`config.mk`:
```
export PLATFORM = sky130hd
export DESIGN_NAME = ej32_rs_ctl
export DESIGN_NICKNAME = d
export VERILOG_FILES = /design/src/rtl/ej32_rs_ctl.sv
export SDC_FILE = /design/constraint.sdc
export NUM_CORES = 1
export LEC_CHECK = 0
export BUFFER_PORTS_ARGS = -buffer_cell sky130_fd_sc_hd__buf_4
export CORE_ASPECT_RATIO = 1.2
export CORE_MARGIN = 2
export CORE_UTILIZATION = 48
export CTS_BUF_LIST = sky130_fd_sc_hd__clkbuf_4 sky130_fd_sc_hd__clkbuf_8
export CTS_CLUSTER_SIZE = 40
export DETAILED_ROUTE_END_ITERATION = 7
export GPL_ROUTABILITY_DRIVEN = 1
export PLACE_DENSITY = 0.8
export SKIP_CTS_REPAIR_TIMING = 1
export SYNTH_ARGS = -nofsm -noshare
export SYNTH_HDL_FRONTEND = slang
export SYNTH_SLANG_ARGS = --single-unit
```
`constraint.sdc`:
```
create_clock -name clk -period 4.4 [get_ports clk]
set_input_delay 0.22 -clock clk [delete_from_list [all_inputs] [get_ports clk]]
set_output_delay 0.22 -clock clk [all_outputs]
set_load 0.02 [all_outputs]
```
`src/rtl/ej32_rs_ctl.sv`:
```
// Return-stack controller for ej32. It keeps an on-chip circular cache and spills
// the oldest entry to, or fills from, a memory-resident overflow area.
module ej32_rs_ctl #(
  parameter int unsigned    CDEPTH = 8,
  parameter int unsigned    MDEPTH = 256,
  parameter int unsigned    DSZ    = 32,
  parameter int unsigned    ASZ    = 17,
  parameter logic [ASZ-1:0] SBASE  = 17'h1F000
) (
  input  logic           clk,
  input  logic           rst,
  input  logic [1:0]     rs_op,
  input  logic [DSZ-1:0] r_n,
  output logic [DSZ-1:0] r,
  output logic           busy,
  output logic [8:0]     depth,
  output logic           ovf,
  output logic           unf,
  output logic           mem_req,
  output logic           mem_we,
  output logic [ASZ-1:0] mem_addr,
  output logic [DSZ-1:0] mem_wdata,
  input  logic           mem_ack,
  input  logic [DSZ-1:0] mem_rdata
);

  localparam int unsigned PW = (CDEPTH > 1) ? $clog2(CDEPTH) : 1;
  localparam int unsigned CW = $clog2(CDEPTH + 1);
  localparam int unsigned MW = $clog2(MDEPTH + 1);

  typedef enum logic [1:0] {IDLE, SPILL, FILL} state_e;
  typedef enum logic [1:0] {OP_NOP, OP_PUSH, OP_POP, OP_MOVE} op_e;

  state_e         r_state;
  logic [PW-1:0]  r_head;
  logic [CW-1:0]  r_ccnt;
  logic [MW-1:0]  r_mcnt;
  logic [DSZ-1:0] r_pend;
  logic           r_ovf;
  logic           r_unf;
  logic           r_mem_req;
  logic           r_mem_we;
  logic [ASZ-1:0] r_mem_addr;
  logic [DSZ-1:0] r_mem_wdata;
  logic [DSZ-1:0] r_cache [CDEPTH];

  op_e            w_op;
  logic [PW-1:0]  w_hp1;
  logic [PW-1:0]  w_hm1;
  logic           w_full;
  logic           w_mfull;
  logic           w_ack;
  logic [ASZ-1:0] w_spill_addr;
  logic [ASZ-1:0] w_fill_addr;
  logic           w_cwe;
  logic [PW-1:0]  w_cwa;
  logic [DSZ-1:0] w_cwd;

  assign w_op         = op_e'(rs_op);
  assign w_hp1        = r_head + PW'(1);
  assign w_hm1        = r_head - PW'(1);
  assign w_full       = (r_ccnt == CW'(CDEPTH));
  assign w_mfull      = (r_mcnt == MW'(MDEPTH));
  assign w_ack        = r_mem_req & mem_ack;
  assign w_spill_addr = SBASE + ASZ'(r_mcnt);
  assign w_fill_addr  = SBASE + ASZ'(r_mcnt) - ASZ'(1);

  // Every cache write lands at head+1 except MOVE, which rewrites the top slot.
  // When the cache is full, head+1 is also the oldest slot freed by a spill.
  always_comb begin
    w_cwe = 1'b0;
    w_cwa = w_hp1;
    w_cwd = r_n;
    case (r_state)
      IDLE: begin
        if (w_op == OP_PUSH && !w_full) begin
          w_cwe = 1'b1;
        end else if (w_op == OP_MOVE && r_ccnt != '0) begin
          w_cwe = 1'b1;
          w_cwa = r_head;
        end
      end
      SPILL: begin
        w_cwe = w_ack;
        w_cwd = r_pend;
      end
      FILL: begin
        w_cwe = w_ack;
        w_cwd = mem_rdata;
      end
      default: ;
    endcase
  end

  always_ff @(posedge clk) begin
    if (w_cwe) r_cache[w_cwa] <= w_cwd;
  end

  always_ff @(posedge clk or negedge rst) begin
    if (!rst) begin
      r_state     <= IDLE;
      r_head      <= '0;
      r_ccnt      <= '0;
      r_mcnt      <= '0;
      r_pend      <= '0;
      r_ovf       <= 1'b0;
      r_unf       <= 1'b0;
      r_mem_req   <= 1'b0;
      r_mem_we    <= 1'b0;
      r_mem_addr  <= '0;
      r_mem_wdata <= '0;
    end else begin
      case (r_state)
        IDLE: begin
          case (w_op)
            OP_PUSH: begin
              if (!w_full) begin
                r_head <= w_hp1;
                r_ccnt <= r_ccnt + CW'(1);
              end else if (!w_mfull) begin
                r_pend      <= r_n;
                r_state     <= SPILL;
                r_mem_req   <= 1'b1;
                r_mem_we    <= 1'b1;
                r_mem_addr  <= w_spill_addr;
                r_mem_wdata <= r_cache[w_hp1];
              end else begin
                r_ovf <= 1'b1;
              end
            end
            OP_POP: begin
              if (r_ccnt != '0) begin
                r_head <= w_hm1;
                r_ccnt <= r_ccnt - CW'(1);
                if (r_ccnt == CW'(1) && r_mcnt != '0) begin
                  r_state    <= FILL;
                  r_mem_req  <= 1'b1;
                  r_mem_we   <= 1'b0;
                  r_mem_addr <= w_fill_addr;
                end
              end else begin
                r_unf <= 1'b1;
              end
            end
            OP_MOVE: begin
              if (r_ccnt == '0) r_unf <= 1'b1;
            end
            default: ;
          endcase
        end
        SPILL: begin
          if (w_ack) begin
            r_mcnt      <= r_mcnt + MW'(1);
            r_head      <= w_hp1;
            r_state     <= IDLE;
            r_mem_req   <= 1'b0;
            r_mem_we    <= 1'b0;
            r_mem_addr  <= '0;
            r_mem_wdata <= '0;
          end
        end
        FILL: begin
          if (w_ack) begin
            r_mcnt     <= r_mcnt - MW'(1);
            r_ccnt     <= CW'(1);
            r_head     <= w_hp1;
            r_state    <= IDLE;
            r_mem_req  <= 1'b0;
            r_mem_addr <= '0;
          end
        end
        default: r_state <= IDLE;
      endcase
    end
  end

  assign r         = (r_ccnt != '0) ? r_cache[r_head] : '0;
  assign busy      = (r_state != IDLE);
  assign depth     = 9'(r_ccnt) + 9'(r_mcnt);
  assign ovf       = r_ovf;
  assign unf       = r_unf;
  assign mem_req   = r_mem_req;
  assign mem_we    = r_mem_we;
  assign mem_addr  = r_mem_addr;
  assign mem_wdata = r_mem_wdata;

endmodule

```
# Word-level counts from Yosys, hierarchy flattened

Memory sizes are Yosys's and may differ from the RTL's.
Cells that the tools add are included.

Bits in registers: 103
Bits in writable memories: 256
Input port bits: 69
Output and inout port bits: 95
Word-level logic and storage cells: 126
Memories kept: 1

$add $sub $neg: 9
Equal/unequal tests: 22
Muxes and demuxes: 56
Bitwise operators: 2
Reduce and logical (&&, ||, !) cells: 25

Memory list:

| name    | words | width | rd ports | clocked after Yosys merged registers in | write ports | RTL line | text |
|---|---|---|---|---|---|---|---|
| r_cache | 8     | 32    | 2        | 0                                       | 1           | 45       | `logic [DSZ-1:0] r_cache [CDEPTH];` |

Operator list:

| cell                   | number |
|---|---|
| $mux 32                | 5 |
| $pmux 32 s2            | 2 |
| $mux 17                | 5 |
| $pmux 17 s2            | 2 |
| $mux 3                 | 6 |
| $mux 9                 | 2 |
| $pmux 9 s2             | 1 |
| $pmux 4 s2             | 2 |
| $ne 3x3->1 const B     | 5 |
| $reduce_and 5->1       | 3 |
| $sub 14x2->15 const B  | 1 |
| $add 13x10->14 const A | 1 |
| $reduce_and 7->1       | 2 |
| $mux 1                 | 13 |
| $mux 4                 | 3 |
| $ne 2x2->1 const B     | 6 |
| $pmux 1 s2             | 6 |
| $pmux 3 s2             | 2 |
| $reduce_and 4->1       | 3 |
| $reduce_bool 2->1      | 6 |
| $mux 2                 | 5 |
| $add 4x9->9            | 1 |
| $add 9x1->9 const B    | 1 |
| $eq 9x9->1 const B     | 1 |
| 23 further kinds       | 30 |

# Logic depth before layout (Yosys ltp)

Word-level depth: 7
Depth in mapped cells: 11
Mapped depth without buffers: 8

# Worst setup path before layout

No wires, ideal clock.

Path kind: flip-flop to flip-flop
From: register r_head[0]
To: memory r_cache[3][0] (enable)
Library setup time: 425 ps
Data arrival time: 4130 ps
Required time: 3975 ps
Slack: -155 ps
Stages on the path, launching flop included: 12
Buffers on the path: 6
Clock period less this slack: 4555 ps
Cells stage by stage: dfrtp_1 > buf_2 > buf_2 > clkinv_1 > buf_1 > ha_1 > buf_2 > buf_2 > buf_1 > nand2_1 > o32ai_1 > nor2b_1

Cells in the longest elaborated chain, start to end: 4

Ends and longest elaborated chain:

| what                   | RTL line | text |
|---|---|---|
| start, declared        | 35       | `logic [PW-1:0] r_head;` |
| start signal, assigned | 118      | `r_head <= w_hp1;` |
| start signal, assigned | 133      | `r_head <= w_hm1;` |
| start signal, assigned | 154      | `r_head <= w_hp1;` |
| $add 3x1->3            | 60       | `assign w_hp1 = r_head + PW'(1);` |
| $mux 3                 | 78       | `end else if (w_op == OP_MOVE && r_ccnt != '0) begin` |
| $mux 3                 | 76       | `if (w_op == OP_PUSH && !w_full) begin` |
| $mux 3 (*)             | 74       | `case (r_state)` |
| end, declared          | 45       |  |

Every way passes the cells marked *; elsewhere a longest branch is shown, timed or not.

# Final worst setup path

From: register r_head[0]
To: output r[21]

Cells in the longest elaborated chain, start to end: 2

Ends and longest elaborated chain:

| what          | RTL line | text |
|---|---|---|
| $mem_v2 8x32  | --       |  |
| $mux 32       | 177      | `assign r = (r_ccnt != '0) ? r_cache[r_head] : '0;` |
| end, declared | 14       | `output logic [DSZ-1:0] r,` |

No other way between the ends.

==> flow_summary.ini <==
[status]
outcome = finished clean

[floorplan]
pin_count = 164
core_mm2 = 0.0351
start_util = 0.490
die_area_mm2 = 0.0373
die_h_um = 211
die_width_um = 177
row_count = 75

[worst_setup_path]
required_ns = 4.18
path_max_fanout = 58
reg2regPathDepth = 6
crit_top_cell = buf_4
crit_path_max_incr_delay_ns = 0.80
path_class = reg2out
cp_top_family = buffers and inverters
critPathBufInv = 3
arrival_ns = 3.44
crit_cells = 6
cp-start-kind = flip-flop
cp_slowest_cell = buf_4
cp-end-kind = output pin
cp_cell_sequence = buf_4 > buf_4 > mux4_2 > mux2i_1 > nor2_1 > buf_4

[finish]
layout-area-overhead-vs-synth_pct = 18.6
multi_input_area_mm2 = 0.00666
n_fill_cell = 2667
final_area_mm2 = 0.0204
nets = 1394
drive_above_1_share = 0.350
area.sequential_mm2 = 0.0102

[power]
pwr-share-clk = 0.175
cellPowerDensity_mw_per_mm2 = 781
pwr-share-seq = 0.344
p_sw_frac = 0.381
internal_power_mw = 9.85
switchingPower_mw = 6.07
vdd_drop_max_v = 0.000673
power.share.combinational = 0.481
p_leak_nw = 7.76
power_mw = 15.9

[placement]
numPortBuffers = 163
dp_hpwl_um = 27200
placed_cell_area_mm2 = 0.0189
place_congestion = 0.803

[routing]
routed_wl_um = 41800
post_drt_via_cell_ratio = 6.06
remaining_drc_errors = 0
wl_per_cell_um = 23.1
drtIter0Drc = 933
via_count = 10900
dr.pass1.iters = 7
drtAntennaViolNets = 0

[global_routing]
overflow = 0
track_usage = 0.223
grt_pass1_wl_um = 63100
grt_max_degree = 72
antenna_found_initial = 1
grt_pass1_vias = 11000

[cts]
htreeDepth = 2
clock_latency_ns = 0.61
cts.clk_slew.worst_paths_ns = 0.07
root_buffer = clkbuf_8
clock_path_buffers = 3
numClockSinks = 355
cts_buffers = 51
cts_tree = built

[sta]
setup_tns_ns = 0
period_share = 0.832
hold_violations = 0
setup_viol = 0
max_freq_mhz = 273
worst_pin_slew_ns = 0.984
slew_viol_final = 0
slew_headroom = 0.344
period_needed_ns = 3.66
holdWs_ns = 0.0293
rsz0062_at_grt = no
skew_ns = 0.0224

[yosys]
ys_ff_latch = 355
syn_area_mm2 = 0.0172
ys_seq_area_frac = 0.591
synth.net_count = 1201
post-synth-top-count-cell = edfxtp_1
synth_ff_type = edfxtp_1
ys_types = 66
synth_area_leaders = edfxtp_1, mux4_2, dfrtp_1
synth-async-reset-ratio = 0.279
synth_common_cells = edfxtp_1, mux4_2, dfrtp_1
yosys_warnings = 0
avgSynthCellArea_um2 = 15.5
yosysTopAreaCell = edfxtp_1
synth_edf_count = 256
synthCells = 1108
synth_top_area_frac = 0.447

[worst_hold_path]
hold_depth = 4
min_path_type = in2reg

[flow_run]
maxCapViolCount = 0
## tightest hold or removal path: cells and delay by family
family / cells / cell delay (ns)
buffers and inverters: 1 / 0.13
AND/OR/NAND/NOR: 1 / 0.06
AO/OA/AOI/OAI: 2 / 0.18
## final cells by class
cell class	count	share of cell area
clock inverters	20	0.00878
flip-flops and latches	355	0.499
multi-input cells	650	0.327
repair buffers	227	0.0884
well taps	462	0.0284
clock buffers	76	0.0455
diodes	1	0.000123
inverters	16	0.00295
## metal layers
| metal | track usage | vias up | wire length [um] |
|---|---|---|---|
| met5 | 0 | - | 0 |
| met4 | 0.0721 | 0 | 988 |
| met3 | 0.0350 | 75 | 3270 |
| met2 | 0.364 | 519 | 20600 |
| met1 | 0.310 | 5577 | 16900 |
| li1 | - | 4773 | - |
## kinds of logic after synthesis
logic type      Yosys count  synth area share
flops                   355             0.591
xor+xnor                 26            0.0132
mux                     228             0.228
simple gates            195            0.0516
fa+ha+maj                24            0.0183
compound gates          177            0.0716
buf+inv                 103            0.0254
## metrics by stage
step	utilization	std cells	worst slack (ns)
6_report	0.581	1807	0.741
5_1_grt	0.581	1807	0.504
4_1_cts	0.571	1772	0.690
3_5_place_dp	0.540	1676	1.19
3_3_place_gp	0.540	1676	1.20
2_1_floorplan	-	1108	-0.106
## power groups by stage
| stage | sequential (mW) | combinational, mW | clock (mW) |
|---|---|---|---|
| 2_1_floorplan | 5.35 | 5.38 | 0 |
| 3_3_place_gp | 5.46 | 7.53 | 0 |
| 3_5_place_dp | 5.53 | 7.68 | 0 |
| 4_1_cts | 5.47 | 7.71 | 2.84 |
| 5_1_grt | 5.57 | 8.23 | 2.98 |
| 6_report | 5.47 | 7.66 | 2.79 |
## cell usage in the layout, fill, tap and decap left out, drive strengths merged, types with 26 or more instances in the layout
master       count
dlygate4sd3     34
buf            193
nor2            93
mux2i           66
dfrtp           99
mux2            34
mux4           128
o21ai           26
clkbuf          76
edfxtp         256
a22oi           32
a21oi           43
nand2           57
## final timing paths
path,start,endpoint,slack (ns)
max reg2reg,r_head[1],mem_wdata[8],1.20
min,mem_ack,mem_addr[15],0.03
min in group asynchronous,rst,r_pend[9],0.30
max,r_head[0],r[21],0.74
max in group asynchronous,rst,r_pend[17],2.99
min reg2reg,mem_wdata[10],mem_wdata[10],0.48
## registers in the layout, summed over array words and instances, names as in the netlist, 2 cells and up
signal	count
mem_addr	14
r_head	3
mem_wdata	32
r_mcnt	9
r_ccnt	4
r_pend	32
r_state	2
r_cache	256
No activity file was read; power rests on OpenSTA's default activity.
